`src/rtl/id_ex_if.sv`:
```
// ----------------------------------------------------------------------------
// id_ex_if: bundle for the ID/EX pipeline register boundary.
//
// Groups the hazard-control inputs (Stall, Flush), the decode-stage fields
// going into the register (*_IN) and the registered fields going to the
// execute stage (*_OUT). Clock and reset are not part of the bundle.
//
// Modports:
//   master - decode stage / hazard unit side: drives Stall, Flush and *_IN,
//            observes *_OUT.
//   slave  - the id_ex register itself: receives Stall, Flush and *_IN,
//            drives *_OUT.
// ----------------------------------------------------------------------------
interface id_ex_if #(
    parameter int unsigned DATA_W = 32,
    parameter int unsigned REG_W  = 5,
    parameter int unsigned WB_W   = 2,
    parameter int unsigned MEM_W  = 3,
    parameter int unsigned EX_W   = 4
) ();

    // Hazard-unit control
    logic              Stall;
    logic              Flush;

    // Decode-stage fields
    logic [DATA_W-1:0] PC_IN;
    logic [DATA_W-1:0] RD1_IN;
    logic [DATA_W-1:0] RD2_IN;
    logic [DATA_W-1:0] IR_LO_EX_IN;
    logic [REG_W-1:0]  WR1_IN;
    logic [REG_W-1:0]  WR2_IN;
    logic [WB_W-1:0]   WB_IN;
    logic [MEM_W-1:0]  MEM_IN;
    logic [EX_W-1:0]   EX_IN;

    // Registered fields presented to the execute stage
    logic [DATA_W-1:0] PC_OUT;
    logic [DATA_W-1:0] RD1_OUT;
    logic [DATA_W-1:0] RD2_OUT;
    logic [DATA_W-1:0] IR_LO_EX_OUT;
    logic [REG_W-1:0]  WR1_OUT;
    logic [REG_W-1:0]  WR2_OUT;
    logic [WB_W-1:0]   WB_OUT;
    logic [MEM_W-1:0]  MEM_OUT;
    logic [EX_W-1:0]   EX_OUT;

    modport master (
        output Stall, Flush,
        output PC_IN, RD1_IN, RD2_IN, IR_LO_EX_IN,
        output WR1_IN, WR2_IN, WB_IN, MEM_IN, EX_IN,
        input  PC_OUT, RD1_OUT, RD2_OUT, IR_LO_EX_OUT,
        input  WR1_OUT, WR2_OUT, WB_OUT, MEM_OUT, EX_OUT
    );

    modport slave (
        input  Stall, Flush,
        input  PC_IN, RD1_IN, RD2_IN, IR_LO_EX_IN,
        input  WR1_IN, WR2_IN, WB_IN, MEM_IN, EX_IN,
        output PC_OUT, RD1_OUT, RD2_OUT, IR_LO_EX_OUT,
        output WR1_OUT, WR2_OUT, WB_OUT, MEM_OUT, EX_OUT
    );

endinterface

```
`src/rtl/id_ex.sv`:
```
// ----------------------------------------------------------------------------
// id_ex: ID/EX pipeline register of the 5-stage MIPS pipeline.
//
// Captures the decode-stage values on the rising edge of Clk and presents
// them to the execute stage: PC+4, both register-file read values, the
// sign-extended immediate, the rt/rd destination candidates and the
// WB/MEM/EX control groups. All fields are opaque; nothing is decoded here.
//
// Ports:
//   Clk  - clock, all state changes on the rising edge
//   Rst  - synchronous active-high reset, clears every field
//   bus  - id_ex_if.slave: Stall/Flush hazard controls, *_IN fields in,
//          *_OUT fields out (driven straight from flops)
//
// Per-edge priority: Rst > Flush > Stall > load. Flush writes an all-zero
// bubble, which the later stages treat as a NOP because no control bit is
// set. Stall simply holds the current contents.
// ----------------------------------------------------------------------------
module id_ex #(
    parameter int unsigned DATA_W = 32,
    parameter int unsigned REG_W  = 5,
    parameter int unsigned WB_W   = 2,
    parameter int unsigned MEM_W  = 3,
    parameter int unsigned EX_W   = 4
) (
    input  logic    Clk,
    input  logic    Rst,
    id_ex_if.slave  bus
);

    logic [DATA_W-1:0] pc_q;
    logic [DATA_W-1:0] rd1_q;
    logic [DATA_W-1:0] rd2_q;
    logic [DATA_W-1:0] ir_lo_ex_q;
    logic [REG_W-1:0]  wr1_q;
    logic [REG_W-1:0]  wr2_q;
    logic [WB_W-1:0]   wb_q;
    logic [MEM_W-1:0]  mem_q;
    logic [EX_W-1:0]   ex_q;

    // Reset and flush share the clear path; reset still wins because it is
    // tested first, and both dominate stall so a bubble lands even while the
    // hazard unit is holding the front of the pipe.
    always_ff @(posedge Clk) begin
        if (Rst || bus.Flush) begin
            pc_q       <= '0;
            rd1_q      <= '0;
            rd2_q      <= '0;
            ir_lo_ex_q <= '0;
            wr1_q      <= '0;
            wr2_q      <= '0;
            wb_q       <= '0;
            mem_q      <= '0;
            ex_q       <= '0;
        end else if (!bus.Stall) begin
            pc_q       <= bus.PC_IN;
            rd1_q      <= bus.RD1_IN;
            rd2_q      <= bus.RD2_IN;
            ir_lo_ex_q <= bus.IR_LO_EX_IN;
            wr1_q      <= bus.WR1_IN;
            wr2_q      <= bus.WR2_IN;
            wb_q       <= bus.WB_IN;
            mem_q      <= bus.MEM_IN;
            ex_q       <= bus.EX_IN;
        end
    end

    // Outputs come straight off the flops: no input reaches an output
    // within the same cycle.
    assign bus.PC_OUT       = pc_q;
    assign bus.RD1_OUT      = rd1_q;
    assign bus.RD2_OUT      = rd2_q;
    assign bus.IR_LO_EX_OUT = ir_lo_ex_q;
    assign bus.WR1_OUT      = wr1_q;
    assign bus.WR2_OUT      = wr2_q;
    assign bus.WB_OUT       = wb_q;
    assign bus.MEM_OUT      = mem_q;
    assign bus.EX_OUT       = ex_q;

endmodule

```
`src/flat_wrapper.sv`:
```
// flat-port wrapper written by rule: the top's interface ports become plain ports
module id_ex_flat 
#(
    parameter int unsigned DATA_W = 32,
    parameter int unsigned REG_W  = 5,
    parameter int unsigned WB_W   = 2,
    parameter int unsigned MEM_W  = 3,
    parameter int unsigned EX_W   = 4
)
  (Clk, Rst, bus_Stall, bus_Flush, bus_PC_IN, bus_RD1_IN, bus_RD2_IN, bus_IR_LO_EX_IN, bus_WR1_IN, bus_WR2_IN, bus_WB_IN, bus_MEM_IN, bus_EX_IN, bus_PC_OUT, bus_RD1_OUT, bus_RD2_OUT, bus_IR_LO_EX_OUT, bus_WR1_OUT, bus_WR2_OUT, bus_WB_OUT, bus_MEM_OUT, bus_EX_OUT);
  id_ex_if #(.DATA_W(DATA_W), .REG_W(REG_W), .WB_W(WB_W), .MEM_W(MEM_W), .EX_W(EX_W)) bus_i ();
  input  logic Clk;
  input  logic Rst;
  input wire logic [$bits(bus_i.Stall)-1:0] bus_Stall;
  input wire logic [$bits(bus_i.Flush)-1:0] bus_Flush;
  input wire logic [$bits(bus_i.PC_IN)-1:0] bus_PC_IN;
  input wire logic [$bits(bus_i.RD1_IN)-1:0] bus_RD1_IN;
  input wire logic [$bits(bus_i.RD2_IN)-1:0] bus_RD2_IN;
  input wire logic [$bits(bus_i.IR_LO_EX_IN)-1:0] bus_IR_LO_EX_IN;
  input wire logic [$bits(bus_i.WR1_IN)-1:0] bus_WR1_IN;
  input wire logic [$bits(bus_i.WR2_IN)-1:0] bus_WR2_IN;
  input wire logic [$bits(bus_i.WB_IN)-1:0] bus_WB_IN;
  input wire logic [$bits(bus_i.MEM_IN)-1:0] bus_MEM_IN;
  input wire logic [$bits(bus_i.EX_IN)-1:0] bus_EX_IN;
  output wire logic [$bits(bus_i.PC_OUT)-1:0] bus_PC_OUT;
  output wire logic [$bits(bus_i.RD1_OUT)-1:0] bus_RD1_OUT;
  output wire logic [$bits(bus_i.RD2_OUT)-1:0] bus_RD2_OUT;
  output wire logic [$bits(bus_i.IR_LO_EX_OUT)-1:0] bus_IR_LO_EX_OUT;
  output wire logic [$bits(bus_i.WR1_OUT)-1:0] bus_WR1_OUT;
  output wire logic [$bits(bus_i.WR2_OUT)-1:0] bus_WR2_OUT;
  output wire logic [$bits(bus_i.WB_OUT)-1:0] bus_WB_OUT;
  output wire logic [$bits(bus_i.MEM_OUT)-1:0] bus_MEM_OUT;
  output wire logic [$bits(bus_i.EX_OUT)-1:0] bus_EX_OUT;
  assign bus_i.Stall = bus_Stall;
  assign bus_i.Flush = bus_Flush;
  assign bus_i.PC_IN = bus_PC_IN;
  assign bus_i.RD1_IN = bus_RD1_IN;
  assign bus_i.RD2_IN = bus_RD2_IN;
  assign bus_i.IR_LO_EX_IN = bus_IR_LO_EX_IN;
  assign bus_i.WR1_IN = bus_WR1_IN;
  assign bus_i.WR2_IN = bus_WR2_IN;
  assign bus_i.WB_IN = bus_WB_IN;
  assign bus_i.MEM_IN = bus_MEM_IN;
  assign bus_i.EX_IN = bus_EX_IN;
  assign bus_PC_OUT = bus_i.PC_OUT;
  assign bus_RD1_OUT = bus_i.RD1_OUT;
  assign bus_RD2_OUT = bus_i.RD2_OUT;
  assign bus_IR_LO_EX_OUT = bus_i.IR_LO_EX_OUT;
  assign bus_WR1_OUT = bus_i.WR1_OUT;
  assign bus_WR2_OUT = bus_i.WR2_OUT;
  assign bus_WB_OUT = bus_i.WB_OUT;
  assign bus_MEM_OUT = bus_i.MEM_OUT;
  assign bus_EX_OUT = bus_i.EX_OUT;
  id_ex #(.DATA_W(DATA_W), .REG_W(REG_W), .WB_W(WB_W), .MEM_W(MEM_W), .EX_W(EX_W)) u_core (.Clk(Clk), .Rst(Rst), .bus(bus_i));
endmodule
```
`config.mk`:
```
export PLATFORM = sky130hd
export DESIGN_NAME = id_ex_flat
export DESIGN_NICKNAME = d
export VERILOG_FILES = /design/src/rtl/id_ex_if.sv /design/src/rtl/id_ex.sv /design/src/flat_wrapper.sv
export SDC_FILE = /design/constraint.sdc
export NUM_CORES = 1
export LEC_CHECK = 0
export CAP_MARGIN = 20
export CORE_AREA = 2 2 115 117
export CTS_BUF_LIST = sky130_fd_sc_hd__clkbuf_2
export DETAILED_ROUTE_END_ITERATION = 16
export DIE_AREA = 0 0 117 119
export PLACE_DENSITY = 0.87
export SETUP_SLACK_MARGIN = 0.3
export SYNTH_ARGS = -nofsm -noshare
export SYNTH_HDL_FRONTEND = slang
export SYNTH_SLANG_ARGS = --single-unit
export TNS_END_PERCENT = 5
```
`constraint.sdc`:
```
create_clock -name Clk -period 2 [get_ports Clk]
set_input_delay 0.5 -clock Clk [delete_from_list [all_inputs] [get_ports Clk]]
set_output_delay 0.5 -clock Clk [all_outputs]
set_load 0.03 [all_outputs]
```
==> summary.md, run 1 <==
| Metric | Value |
|---|---|
| Status | `finished, final reports clean` |
| IO Pins | `298` |
| Synthesized flop and latch total | `147` |
| Post-route minimum period | `1.73 ns` |
| Drt first-iter violations | `145` |
| Vias in the first global route | `4558` |
| DRT Pass-1 Iters | `4` |
| Width of the chip | `117 um` |
| Hold Buf Count CTS | `0` |
| Synth Instances | `475` |
| Final ANT Viol Nets | `0` |
| Library cells used by synthesis | `10` |
| CTS Root Cell | `clkbuf_2` |
| First-pass GRT wire length | `22.1 mm` |
| CP Buf/Inv Count | `1` |
| Hpwl dp | `11.0 mm` |
| Wire per inst | `15.2 um` |
| Number of H-tree levels | `4` |
| CP startpoint | `u_core.bus.PC_OUT[28]` |
| Clk_lat worst skew | `0.66 ns` |
| Worst Skew | `0 ns` |
| Min-delay src | `bus_Stall` |
| CTS clk-pin slew, worst paths | `0.21 ns` |
| Startpoint types | `flop` |
| Placed Cells | `926` |
| Syn_area_per_cell | `11.3 um2` |
| Chip Height | `119 um` |
| Area contributors post-synth | `dfxtp_1 (55%), mux2i_1 (27%), nor2_1 (10%)` |
| CTS Sinks | `147` |
| Drt total wl | `14.6 mm` |
| Slowest CP cell | `dfxtp_1` |
| Max Cap Viol | `0` |
| Vias/cell | `4.63` |
| Die Area | `0.0139 mm2` |
| Levels on crit path | `1` |
| Worst EP arrival | `1.23 ns` |
| Max_slew headroom | `63.2%` |
| Fmax | `579 MHz` |
| Delay-heaviest family, CP | `flip-flops` |
| Final Non-Filler Cells | `961` |
| Hold Path Class | `input port to flop` |
| Largest net degree at the start of global routing | `92` |
| Synthesized area | `0.00537 mm2` |
| Starting Density | `41.7%` |
| Worst Max-Slew Pin Slew | `0.552 ns` |
| Total Routing Usage GR | `20.6%` |
| R2r startpoint | `u_core.bus.IR_LO_EX_OUT[24]` |
| Area leader, netlist | `dfxtp_1` |
| Post-Synthesis Net Count | `626` |
| Initial antenna violation count | `0` |
| WS Path Type | `flop to primary output` |
| Max Slew Vio Count | `0` |
| P per Cell Area | `652 mW/mm2` |
| Part of the cycle the worst path needs | `86.4%` |
| Gr ovfl total | `0` |
| Drt drc | `0` |
| Nets | `923` |
| Top cell type's share of synthesized area | `54.9%` |
| R2r worst-path depth | `3` |
| Warnings, synthesis | `0` |
| TritonCTS clock tree | `yes` |
| Max VDD drop | `0.442 mV` |
| Peak fanout along the critical path | `2` |
| Fin. Hold Viols | `0` |
| RePlAce Congestion | `0.715` |
| Antenna diodes | `0` |
| Core Area | `0.0129 mm2` |
| Share of cells above drive strength 1 | `36.7%` |
| # port buffers | `297` |
| # setup viols final | `0` |
| CP max stage delay | `0.39 ns` |
| Via count | `4454` |
| Synth-to-Final Area Change | `55.6%` |
| RSZ-0062 raised after global routing | `true` |
| Critical Path End Type | `primary output` |
| Seq/Total Area, Yosys | `54.9%` |
| Leak Pwr | `0.00390 uW` |
| CTS Buf Count | `17` |
| CTS max path bufs | `2` |
| Crit-path cells | `buf_4` |
| Req. time, crit path | `1.50 ns` |
| Hold Crit Depth | `3` |
| Core Rows | `42` |
| Final setup TNS | `0 ns` |
==> flip-flops by register name, indices dropped and copies added (netlist names) <==
signal                   flops
u_core.bus.WR1_OUT           5
u_core.bus.RD2_OUT          32
u_core.bus.EX_OUT            4
u_core.bus.PC_OUT           32
u_core.bus.IR_LO_EX_OUT     32
u_core.bus.RD1_OUT          32
u_core.bus.MEM_OUT           3
u_core.bus.WB_OUT            2
u_core.bus.WR2_OUT           5
==> final timing paths <==
| kind | slack [ns] | endpoint |
|---|---|---|
| max | 0.27 | bus_PC_OUT[28] |
| min | 0.32 | u_core.bus.IR_LO_EX_OUT[30] |
| max reg2reg | 1.19 | u_core.bus.IR_LO_EX_OUT[24] |
| min reg2reg | 0.51 | u_core.bus.RD2_OUT[11] |
==> per-stage QoR <==
stage          area [um2]  total power (uW)  hold WS [ns]  worst slack [ns]  util [%]
3_5_place_dp         8290              4200         0.486             0.147      64.4
3_3_place_gp         8290              4160         0.474             0.204      64.4
5_1_grt              8350              5710         0.245             0.153      64.8
4_1_cts              8280              5500         0.219             0.191      64.3
2_1_floorplan        5370              3700         0.640             0.745         -
6_report             8350              5440         0.316             0.272      64.8
==> synthesized netlist by cell type <==
cell      count
dfxtp_1     147
buf_12       11
buf_6         3
or2_1         1
clkbuf_1      1
nor2_1      147
buf_4         2
mux2i_1     147
buf_8         4
buf_2        12
==> report_power, final <==
group | internal (uW) | switching (uW)
Combinational | 553 | 478
Clock | 313 | 1000
Sequential | 3040 | 57.2
==> logic make-up after synthesis <==
| family | count (synthesis) | synth area share, % |
|---|---|---|
| simple gates | 148 | 10.4 |
| flops | 147 | 54.9 |
| mux | 147 | 27.4 |
| buf+inv | 33 | 7.32 |
==> repair_timing <==
item / 4_1_cts / 5_1_grt
setup buffers: 1 / 2
setup endpoints to repair: 147 / 147
resized for setup: 986 / 21
==> layout make-up <==
cell class	count	area [um2]
Timing Repair Buffer	311	2860
Clock inverter	12	67.6
Tap cell	176	220
Sequential cell	147	3060
Multi-Input combinational cell	295	2030
Clock buffer	20	100
Fill cell	1047	4530
==> placed cells by master, fill, tap and decap left out, types with 5 or more instances in the layout <==
cell	instances
clkinv_2	5
buf_4	125
nor2_1	147
dfxtp_1	51
mux2i_1	147
buf_6	31
clkdlybuf4s50_1	149
dfxtp_2	96
clkbuf_2	20
==> layer usage <==
metal | share of wire, % | global-route usage (%) | up-vias
li1 | - | - | 2164
met3 | 9.3 | 8.24 | 35
met1 | 38 | 21.3 | 2050
met4 | 3.0 | 9.78 | 0
met5 | 0 | 0 | -
met2 | 50 | 35.8 | 205
No activity file was read; power rests on OpenSTA's default activity.
==> run 2: changes to the inputs <==
- GPL_TIMING_DRIVEN: unset -> 1
- SETUP_SLACK_MARGIN: 0.3 -> 0.1
==> run 2 against run 1 <==
Compared with the run above: global-route usage grew 0.41 points; non-clock buffer count shrank 3; via count grew 0.11%; core utilization shrank 4.1 points; count of clock-buffer cells in the layout is the same; wire length grew 1.1%; sequential share of layout area grew 1.2 points; first-iteration DRC count grew 15%; cell count shrank 0.31%; hold slack lost 0.0079 ns; total power shrank 1.2%.
==> summary.md, run 2 (synthesis results as in run 1) <==
| Metric | Value |
|---|---|
| Max_slew headroom | `62.9%` |
| Final setup TNS | `0 ns` |
| Worst Skew | `0 ns` |
| CP max stage delay | `0.38 ns` |
| Core Rows | `42` |
| Most frequent cells in the layout | `clkdlybuf4s50_1 (149), mux2i_1 (147), nor2_1 (147)` |
| Hold Buf Count CTS | `0` |
| Wire per inst | `15.4 um` |
| CTS clk-pin slew, worst paths | `0.21 ns` |
| Leak Pwr | `0.00380 uW` |
| Vias in the first global route | `4636` |
| Drt drc | `0` |
| Post-CTS Setup Inserts | `0` |
| Hold Path Class | `input port to flop` |
| RSZ-0062 raised after global routing | `true` |
| R2r startpoint | `u_core.bus.PC_OUT[31]` |
| CTS Root Cell | `clkbuf_2` |
| # setup viols final | `0` |
| CTS max path bufs | `2` |
| Worst Max-Slew Pin Slew | `0.556 ns` |
| Antenna diodes | `0` |
| DRT Pass-1 Iters | `5` |
| TritonCTS clock tree | `yes` |
| Min-delay src | `bus_Stall` |
| Starting Density | `41.7%` |
| Design area | `0.00782 mm2` |
| Synth-to-Final Area Change | `45.8%` |
| Req. time, crit path | `1.50 ns` |
| Hpwl dp | `11.0 mm` |
| Worst EP arrival | `1.36 ns` |
| Finished Core Util | `60.8%` |
| Max VDD drop | `0.414 mV` |
| CP Buf/Inv Count | `1` |
| Part of the cycle the worst path needs | `93.2%` |
| Delay-heaviest family, CP | `flip-flops` |
| Number of H-tree levels | `4` |
| CP startpoint | `u_core.bus.IR_LO_EX_OUT[0]` |
| Total Routing Usage GR | `21.0%` |
| # port buffers | `297` |
| IO Pins | `298` |
| Peak fanout along the critical path | `2` |
| Drt total wl | `14.8 mm` |
| Post-route minimum period | `1.86 ns` |
| Initial antenna violation count | `0` |
| Startpoint types | `flop` |
| Fmax | `536 MHz` |
| CTS Sinks | `147` |
| Largest net degree at the start of global routing | `92` |
| Commonest non-fill, non-tap cell in the layout | `clkdlybuf4s50_1` |
| Drt first-iter violations | `167` |
| Gr ovfl total | `0` |
| Crit-path cells | `clkdlybuf4s15_2` |
| Share of cells above drive strength 1 | `26.3%` |
| Power after layout | `5380 uW` |
| Max Cap Viol | `0` |
| WS Path Type | `flop to primary output` |
| P per Cell Area | `687 mW/mm2` |
| Nets | `920` |
| Critical Path End Type | `primary output` |
| Final ANT Viol Nets | `0` |
| Clk_lat worst skew | `0.68 ns` |
| Worst setup margin | `0.136 ns` |
| RePlAce Congestion | `0.715` |
| Post-DP Area | `0.00829 mm2` |
| Width of the chip | `117 um` |
| Core Area | `0.0129 mm2` |
| Via count | `4459` |
| Status | `finished, final reports clean` |
| Fin. Hold Viols | `0` |
| First-pass GRT wire length | `22.5 mm` |
| Pre-CTS setup slack | `0.147 ns` |
| Vias/cell | `4.65` |
| Max Slew Vio Count | `0` |
| CTS Buf Count | `17` |
| Chip Height | `119 um` |
| Slowest CP cell | `dfxtp_1` |
| Die Area | `0.0139 mm2` |
run 2: changes by cell type in the layout (fill, tap and decap cells not counted):
| cell | delta |
|---|---|
| buf_4 | -116 |
| clkbuf_4 | +28 |
| clkbuf_2 | +7 |
| dfxtp_2 | -79 |
| buf_6 | -31 |
| buf_2 | +108 |
| clkdlybuf4s15_2 | +1 |
| dfxtp_1 | +79 |
run 2: worst paths after layout:
path	end	slack, ns	cells after the start
max reg2reg	u_core.bus.PC_OUT[31]	1.26	2
min reg2reg	u_core.bus.PC_OUT[0]	0.52	2
max	bus_IR_LO_EX_OUT[0]	0.14	1
min	u_core.bus.IR_LO_EX_OUT[30]	0.31	3
run 2: worst register-to-register path, delay by kind of cell, from the launching register on:
| family | cells | cell delay [ns] |
|---|---|---|
| flip-flops | 1 | 0.37 |
| multiplexers | 1 | 0.20 |
| AND/OR/NAND/NOR | 1 | 0.07 |
run 2: routing by layer:
| metal | GRT usage, % | wire length, um |
|---|---|---|
| met3 | 9.01 | 1480 |
| met5 | 0 | 0 |
| met4 | 9.26 | 454 |
| met1 | 20.8 | 5370 |
| met2 | 37.4 | 7490 |
run 2: where the power goes:
part	total, uW	internal (uW)	switching (uW)
Clock	1320	313	1010
Sequential	3080	3030	49.4
Combinational	975	495	479
Total	5380	3840	1540
run 2: area by class of cell:
| cell class | count | area (um2) |
|---|---|---|
| Fill cell | 1147 | 5050 |
| Sequential cell | 147 | 2960 |
| Timing Repair Buffer | 308 | 2440 |
| Multi-Input combinational cell | 295 | 2030 |
| Tap cell | 176 | 220 |
| Clock buffer | 20 | 100 |
| Clock inverter | 12 | 67.6 |
run 2: per-stage QoR:
stage	hold slack, ns	instances
after floorplan	0.640	475
after global placement	0.474	926
after detailed placement	0.486	926
after CTS	0.226	958
after global routing	0.235	958
final	0.309	958
run 2: timing repair:
action | 4_1_cts | 5_1_grt
gates cloned | 0 | 0
setup endpoints to repair | 147 | 144
gates resized for setup | 448 | 316
